## src/rtl/seg_scan_pkg.sv

```systemverilog
// Shared types and counter-width helpers for the 7-segment scan controller.
package seg_scan_pkg;

  localparam int unsigned DIGIT_W = 4;

  typedef logic [DIGIT_W-1:0] digit_t;

  // Width of a modulo-n counter; a modulus of 1 still needs one bit of storage.
  function automatic int unsigned cnt_w(input int unsigned n);
    return (n <= 1) ? 1 : $clog2(n);
  endfunction

  function automatic int unsigned presc_w(input int unsigned scan_div);
    return cnt_w(scan_div);
  endfunction

  function automatic int unsigned idx_w(input int unsigned num_digits);
    return cnt_w(num_digits);
  endfunction

  function automatic int unsigned blink_w(input int unsigned blink_div);
    return cnt_w(blink_div);
  endfunction

endpackage

```

## src/rtl/seg_tick_div.sv

```systemverilog
// Generic modulo-N counter with count enable and a same-cycle wrap pulse.
module seg_tick_div
  import seg_scan_pkg::*;
#(
  parameter int unsigned N = 2,
  parameter int unsigned W = cnt_w(N)
) (
  input  logic         clk,
  input  logic         rst,
  input  logic         en,
  output logic [W-1:0] cnt,
  output logic         wrap_c
);

  localparam logic [W-1:0] LAST = W'(N - 1);

  logic [W-1:0] cnt_d;
  logic [W-1:0] cnt_q;
  logic         at_last;

  always_comb begin
    at_last = (cnt_q == LAST);
    cnt_d   = cnt_q;
    if (en) begin
      cnt_d = at_last ? '0 : cnt_q + W'(1);
    end
  end

  always_ff @(posedge clk) begin
    if (rst) begin
      cnt_q <= '0;
    end else begin
      cnt_q <= cnt_d;
    end
  end

  assign cnt    = cnt_q;
  assign wrap_c = en & at_last;

endmodule

```

## src/rtl/seg_scan_ctrl.sv

```systemverilog
// Time-multiplexed digit scanner with guard interval, blank/blink masks and
// frame-aligned double-buffered digit updates.
module seg_scan_ctrl
  import seg_scan_pkg::*;
#(
  parameter int unsigned NUM_DIGITS = 6,
  parameter int unsigned SCAN_DIV   = 1000,
  parameter int unsigned GUARD      = 2,
  parameter int unsigned BLINK_DIV  = 32
) (
  input  logic                          clk,
  input  logic                          rst,
  input  logic                          load,
  input  logic [DIGIT_W*NUM_DIGITS-1:0] digits_in,
  input  logic [NUM_DIGITS-1:0]         blink_mask,
  input  logic [NUM_DIGITS-1:0]         blank_mask,
  output logic                          load_ack,
  output logic                          frame_start,
  output logic [DIGIT_W-1:0]            dig_bin,
  output logic                          dig_en,
  output logic [NUM_DIGITS-1:0]         dig_sel
);

  localparam int unsigned PW = presc_w(SCAN_DIV);
  localparam int unsigned IW = idx_w(NUM_DIGITS);
  localparam int unsigned BW = blink_w(BLINK_DIV);

  localparam logic [PW-1:0] GUARD_C = PW'(GUARD);

  logic [PW-1:0] presc;
  logic [IW-1:0] idx;
  logic [BW-1:0] unused_blink_cnt;
  logic          tick_c;
  logic          frame_wrap_c;
  logic          blink_wrap_c;

  seg_tick_div #(.N(SCAN_DIV), .W(PW)) u_presc (
    .clk    (clk),
    .rst    (rst),
    .en     (1'b1),
    .cnt    (presc),
    .wrap_c (tick_c)
  );

  seg_tick_div #(.N(NUM_DIGITS), .W(IW)) u_idx (
    .clk    (clk),
    .rst    (rst),
    .en     (tick_c),
    .cnt    (idx),
    .wrap_c (frame_wrap_c)
  );

  seg_tick_div #(.N(BLINK_DIV), .W(BW)) u_blink (
    .clk    (clk),
    .rst    (rst),
    .en     (frame_wrap_c),
    .cnt    (unused_blink_cnt),
    .wrap_c (blink_wrap_c)
  );

  digit_t [NUM_DIGITS-1:0] shadow_d, shadow_q;
  digit_t [NUM_DIGITS-1:0] active_d, active_q;
  logic                    pending_d, pending_q;
  logic                    blink_phase_d, blink_phase_q;
  logic                    wrap_seen_d, wrap_seen_q;
  logic                    commit_seen_d, commit_seen_q;
  logic                    commit_c;

  logic [NUM_DIGITS-1:0]   dig_sel_d, dig_sel_q;
  digit_t                  dig_bin_d, dig_bin_q;
  logic                    dig_en_d, dig_en_q;
  logic                    frame_start_d, frame_start_q;
  logic                    load_ack_d, load_ack_q;
  logic                    dark_c;
  logic                    lit_c;

  // Shadow/active buffering: a commit takes the shadow as it was before this edge.
  always_comb begin
    commit_c      = frame_wrap_c & pending_q;
    shadow_d      = shadow_q;
    active_d      = active_q;
    if (load) begin
      shadow_d = digits_in;
    end
    if (commit_c) begin
      active_d = shadow_q;
    end
    pending_d     = load | (pending_q & ~commit_c);
    blink_phase_d = blink_phase_q ^ blink_wrap_c;
    wrap_seen_d   = frame_wrap_c;
    commit_seen_d = commit_c;
  end

  // Display outputs derived from the current scan position, one cycle behind it.
  always_comb begin
    dark_c        = blank_mask[idx] | (blink_mask[idx] & blink_phase_q);
    lit_c         = (presc >= GUARD_C) & ~dark_c;
    dig_sel_d     = '1;
    dig_en_d      = lit_c;
    dig_bin_d     = active_q[idx];
    frame_start_d = wrap_seen_q;
    load_ack_d    = commit_seen_q;
    if (lit_c) begin
      dig_sel_d = ~(NUM_DIGITS'(1) << idx);
    end
  end

  always_ff @(posedge clk) begin
    if (rst) begin
      shadow_q      <= '0;
      active_q      <= '0;
      pending_q     <= 1'b0;
      blink_phase_q <= 1'b0;
      wrap_seen_q   <= 1'b0;
      commit_seen_q <= 1'b0;
      dig_sel_q     <= '1;
      dig_bin_q     <= '0;
      dig_en_q      <= 1'b0;
      frame_start_q <= 1'b0;
      load_ack_q    <= 1'b0;
    end else begin
      shadow_q      <= shadow_d;
      active_q      <= active_d;
      pending_q     <= pending_d;
      blink_phase_q <= blink_phase_d;
      wrap_seen_q   <= wrap_seen_d;
      commit_seen_q <= commit_seen_d;
      dig_sel_q     <= dig_sel_d;
      dig_bin_q     <= dig_bin_d;
      dig_en_q      <= dig_en_d;
      frame_start_q <= frame_start_d;
      load_ack_q    <= load_ack_d;
    end
  end

  assign dig_sel     = dig_sel_q;
  assign dig_bin     = dig_bin_q;
  assign dig_en      = dig_en_q;
  assign frame_start = frame_start_q;
  assign load_ack    = load_ack_q;

endmodule

```

## config.mk

```make
export PLATFORM = sky130hd
export DESIGN_NAME = seg_scan_ctrl
export DESIGN_NICKNAME = d
export VERILOG_FILES = /design/src/rtl/seg_scan_pkg.sv /design/src/rtl/seg_tick_div.sv /design/src/rtl/seg_scan_ctrl.sv
export SDC_FILE = /design/constraint.sdc
export NUM_CORES = 1
export LEC_CHECK = 0
export BUFFER_PORTS_ARGS = -buffer_cell sky130_fd_sc_hd__buf_2
export CAP_MARGIN = 30
export CORE_UTILIZATION = 31
export CTS_BUF_LIST = sky130_fd_sc_hd__clkbuf_4
export DETAILED_ROUTE_END_ITERATION = 8
export GPL_TIMING_DRIVEN = 0
export HOLD_SLACK_MARGIN = 0.12
export PLACE_DENSITY_LB_ADDON = 0.3
export SLEW_MARGIN = 20
export SYNTH_ARGS = -nofsm -noshare
export SYNTH_HDL_FRONTEND = slang
export SYNTH_SLANG_ARGS = --single-unit
```

## constraint.sdc

```tcl
create_clock -name clk -period 2.93 [get_ports clk]
set_clock_uncertainty 0.05 [all_clocks]
set_input_delay 0.1465 -clock clk [delete_from_list [all_inputs] [get_ports clk]]
set_output_delay 0.1465 -clock clk [all_outputs]
set_load 0.005 [all_outputs]
```

; ---- Yosys cells after proc, flatten, opt, wreduce, memory -nomap -nowiden
; Index checks and enable logic that the tools add are counted.
[word_totals]
inputBits = 39
ff_bits = 83
out_inout_bits = 13
elab_cells = 56
[classes]
eq_ne = 3
n_addsub = 3
n_reduce_logical = 2
bitwise = 13
magnitude_cmp = 2
muxes = 8
n_shift = 1
[op_table]
columns = op, count
row1 = $bmux 4 s3, 1
row2 = $add 10x1->10 const B, 1
row3 = $eq 10x10->1 const B, 1
row4 = $ge 10x2->1 const B, 1
row5 = $and 1x1->1, 6
row6 = $bmux 1 s3, 2
row7 = $not 6->6, 1
row8 = $shl 1x3->6 const A, 1
row9 = $add 5x1->5 const B, 1
row10 = $eq 5x5->1 const B, 1
row11 = $mux 5, 1
row12 = $lt 3x4->1 const B, 1
row13 = $mux 4, 1
row14 = $reduce_or 2->1, 2
row15 = $add 3x1->3 const B, 1
row16 = $eq 3x3->1 const B, 1
row17 = $mux 3, 1
row18 = $not 1->1, 3
row19 = $mux 1, 2
row20 = $or 1x1->1, 2
row21 = $xor 1x1->1, 1

; ---- Logic depth before layout (Yosys ltp)
[logic_depth]
ltp_word = 8
depth_mapped = 7

; ---- By module
; From an unflattened synthesis, not the netlist that was laid out.
[unflattened]
cells_unflattened = 350
area_unflattened_um2 = 3408.3
[modules_own_cells]
columns = module, seq_area_each_um2, area_each_um2, instances, cells_each
row1 = seg_scan_ctrl, 1301.2, 2504.9, 1, 259
row2 = seg_tick_div (u_presc), 200.2, 520.5, 1, 55
row3 = seg_tick_div (u_blink), 100.1, 250.2, 1, 24
row4 = seg_tick_div (u_idx), 60.1, 132.6, 1, 12

; ---- Least setup slack after synthesis
; Ideal clock, no wire load.
[synth_path]
path_type = reg2reg
from = register u_presc.cnt_q[1], in the netlist u_presc.cnt[1]
to = register u_blink.cnt_q[3], in the netlist u_blink.cnt[3]
required_time_ns = 2.810
arrival_time_ns = 1.673
path_slack_ns = 1.137
path_stages_with_launch = 7
synth_period_minus_slack_ns = 1.793
cell_sequence = dfxtp_1 -> ha_1 -> and4_4 -> nand4_4 -> buf_6 -> or4_1 -> a21oi_1
[synth_between]
elab_chain_len = 2
[synth_lines]
columns = element, line
row1 = "start, declared", seg_tick_div.sv:18  ; logic [W-1:0] cnt_q;
row2 = "start signal, assigned", seg_tick_div.sv:33  ; cnt_q <= cnt_d;
row3 = $eq 10x10->1, seg_tick_div.sv:22  ; at_last = (cnt_q == LAST);
row4 = $and 1x1->1, seg_tick_div.sv:38  ; assign wrap_c = en & at_last;
row5 = "end signal, assigned", seg_tick_div.sv:33
row6 = "end, declared", seg_tick_div.sv:18
; No other way between the ends.
; A chain may end at the register's enable or synchronous reset.

; ---- Worst setup path after layout
[layout_path]
from = register u_presc.cnt_q[1], in the netlist u_presc.cnt[1]
to = register active_q[12] in the netlist's numbering
[layout_between]
elab_chain_len = 3
[layout_lines]
columns = element, line
row1 = $eq 10x10->1, seg_tick_div.sv:22
row2 = $and 1x1->1, seg_tick_div.sv:38
row3 = $and 1x1->1, seg_scan_ctrl.sv:79  ; commit_c = frame_wrap_c & pending_q;
row4 = "end signal, assigned", seg_scan_ctrl.sv:123  ; active_q <= active_d;
row5 = "end, declared", seg_scan_ctrl.sv:62  ; digit_t [NUM_DIGITS-1:0] active_d, active_q;
; No other way between the ends.

==> impl_metrics.json <==
{
  "status": "complete, no violations",
  "path_max_fanout": 10,
  "synth_seq_cells": 83,
  "grt_pass1_vias": 2601,
  "synthesis.nets": 402,
  "dp_hpwl_microns": 5166,
  "detail_route.wl_per_cell_microns": 12.14,
  "slew_headroom": 0.6546,
  "power_density_nw_per_um2": 470.0,
  "cts_tree": "built",
  "antenna_found_initial": 0,
  "p_seq_frac": 0.593,
  "finalWirelength_microns": 7138,
  "crit_type": "register to register",
  "endpoint_kind": "register",
  "drcViolationCount": 0,
  "grt_first_pass_wirelength_microns": 12140,
  "arrival_ps": 2310,
  "initial_core_util": 0.3230,
  "setup_tns_ps": 0,
  "multi_input_area_sq_um": 1545,
  "num_io_pins": 52,
  "cts.sinks": 83,
  "synthFlopType": "dfxtp_1",
  "hp-start": "load",
  "leakage_uw": 0.001643,
  "final-setup-viol-count": 0,
  "dieArea_sq_um": 11270,
  "dr.pass1.iters": 4,
  "port_buffers": 50,
  "vias": 2694,
  "syn_area_sq_um": 3364,
  "async_reset_ff_frac": 0,
  "ys_warn_count": 0,
  "rsz0062_at_grt": "no",
  "overflow": 0,
  "seq_area_sq_um": 1662,
  "synth-edff-count": 0,
  "dr.first_iter.drc_count": 122,
  "syn2layout_area_growth_pct": 24.77,
  "fillers": 1064,
  "cp-startpoint": "u_presc.cnt[1]",
  "syn-mean-instance-area_sq_um": 9.398,
  "p_clk_frac": 0.335,
  "crit_chain": "ha_1 -> and4_4 -> and4_2 -> clkbuf_1 -> buf_4 -> nand2_1 -> a21oi_1",
  "p_sw_uw": 482.0,
  "reg2reg_from": "u_presc.cnt[1]",
  "rows": 37,
  "cts_buffers": 9,
  "cts_root_buf": "clkbuf_4",
  "ir_drop_mv": 0.2146,
  "worstPathRequired_ps": 3260,
  "hold_violations": 0,
  "coreArea_sq_um": 10420,
  "maxCapViolCount": 0,
  "netSwitchingFraction": 0.2443,
  "gp_congestion": 0.7507,
  "htree_levels": 3,
  "synth-seq-area-share": 0.4939,
  "internal_power_uw": 1491,
  "drive_above_1_share": 0.2035,
  "via_per_inst": 4.582,
  "synthCells": 358,
  "slowest_delay_ps": 410,
  "pwr-share-comb": 0.073,
  "cts_setup_buffers": 0,
  "period_share": 0.6771,
  "grt_max_degree": 15,
  "met1_usage": 0.1771,
  "critical_path.top_delay_family": "simple AND/OR/NAND/NOR gates",
  "antenna_cells": 0,
  "critPathSlowestCell": "dfxtp_1",
  "max_freq_mhz": 504.0,
  "start_kind": "register",
  "ant_nets": 0,
  "hp-class": "input pin to register",
  "layout_min_cycle_time_ps": 1984,
  "critPathBufInv": 2,
  "grt.busiest_layer": "met2",
  "clkLatencyLatePin_ps": 440,
  "fin_nets": 491,
  "final_max_slew_viol_count": 0,
  "dieHeight_microns": 106.2,
  "die_width_microns": 106.2,
  "hold_ws_ps": 128.2,
  "clock_path_buffers": 2,
  "use_met3": 0.03617,
  "gr-usage-met2": 0.2185,
  "synth.distinct_cells": 43,
  "grt_util_all_layers": 0.1367,
  "worst_slew_pin_slew_ps": 518.1,
  "clk_pin_slew_ps": 140
}
[final cells by class]
type                            instances  area share
Multi-Input combinational cell        245      0.3681
Buffer                                 26     0.03398
Timing Repair Buffer                   78      0.1264
Tap cell                              136     0.04054
Clock buffer                            9     0.01610
Inverter                                4    0.003577
Clock inverter                          7     0.01550
Sequential cell                        83      0.3958
[flip-flops by register name (all words and copies together), names as in the netlist]
| name | cells |
|---|---|
| active_q | 24 |
| blink_phase_q | 1 |
| commit_seen_q | 1 |
| dig_bin | 4 |
| dig_en | 1 |
| dig_sel | 6 |
| frame_start | 1 |
| frame_start_d | 1 |
| load_ack | 1 |
| pending_q | 1 |
| shadow_q | 24 |
| u_blink.cnt | 5 |
| u_idx.cnt | 3 |
| u_presc.cnt | 10 |
[timing repair]
| item | CTS | global route |
|---|---|---|
| hold buffers | 28 | 0 |
| gates resized for setup | 0 | 0 |
| endpoints found under the hold margin | 31 | 0 |
[power by group through the flow]
stage | Sequential, uW | Combinational [uW] | Clock, uW
global placement | 1190 | 114 | 0
floorplan | 1190 | 70.3 | 0
detailed placement | 1190 | 117 | 0
CTS | 1170 | 146 | 679
finish | 1170 | 144 | 660
global route | 1170 | 161 | 739
[cell families after synthesis]
group,after synthesis,share of synthesized area
compound gates,44,0.06843
fa+ha+maj,5,0.01859
buf+inv,30,0.04685
flops,83,0.4939
simple gates,152,0.2224
xor+xnor,9,0.02343
mux,35,0.1264
[worst paths after layout]
check	depth (start not counted)	to	slack [ps]
setup / recovery	7	active_q[12]	950
hold / removal	3	shadow_q[2]	130
setup reg to reg	7	active_q[12]	950
hold reg to reg	1	frame_start	400
[layout by cell type (no fill, tap or decap), types with 2 or more instances in the layout]
master / n
inv_6: 2
o21ai_0: 3
nand2_1: 61
and3_1: 2
clkinv_2: 2
xor2_1: 6
mux4_2: 6
buf_6: 3
dlygate4sd3_1: 28
xnor2_1: 3
mux2i_1: 29
or3_1: 4
or4_1: 2
nor2_1: 41
a21oi_1: 37
clkinv_1: 2
or3_2: 2
ha_1: 5
nor4_1: 2
buf_4: 3
inv_1: 4
nand3_1: 10
clkbuf_4: 10
and4_2: 2
nand4_1: 6
a31oi_1: 2
and2_1: 3
buf_2: 56
nor2b_1: 4
clkbuf_1: 12
dfxtp_1: 83
[worst min-delay path, stage by stage]
cell and delay [ps]:
clkbuf_1 200, mux2i_1 170, nor2_1 70
[Yosys cell counts (all sizes together), types with 2 or more instances]
| library cell | instances | share of area |
|---|---|---|
| a31oi | 2 | 0.0037 |
| mux2i | 29 | 0.086 |
| buf | 13 | 0.027 |
| or4 | 2 | 0.0045 |
| nor2 | 42 | 0.052 |
| nand4 | 7 | 0.017 |
| and2 | 3 | 0.0056 |
| mux4 | 6 | 0.040 |
| xnor2 | 3 | 0.0078 |
| and4 | 4 | 0.012 |
| nand3 | 10 | 0.015 |
| o21ai | 3 | 0.0045 |
| nor4 | 2 | 0.0037 |
| xor2 | 6 | 0.016 |
| and3 | 3 | 0.0060 |
| or3 | 6 | 0.012 |
| inv | 4 | 0.0045 |
| dfxtp | 83 | 0.49 |
| nor2b | 4 | 0.0074 |
| ha | 5 | 0.019 |
| nand2 | 61 | 0.068 |
| a21oi | 37 | 0.055 |
| clkbuf | 13 | 0.016 |
[through the flow]
stage / utilization / instances / setup WS [ps] / area, sq um / power (uW)
floorplan: - / 358 / 1137 / 3364 / 1261
global placement: 0.3634 / 544 / 957.2 / 3785 / 1308
detailed placement: 0.3634 / 544 / 936.5 / 3785 / 1312
CTS: 0.4030 / 588 / 924.5 / 4198 / 1995
global route: 0.4030 / 588 / 753.0 / 4198 / 2073
finish: 0.4030 / 588 / 946.0 / 4198 / 1973
[layer usage]
metal  share of wire  up-vias
li1                -     1406
met1            0.50     1229
met2            0.44       48
met3           0.040       11
met4           0.016        0
met5               0        -
Note: power is estimated with default switching activity, not from simulation.
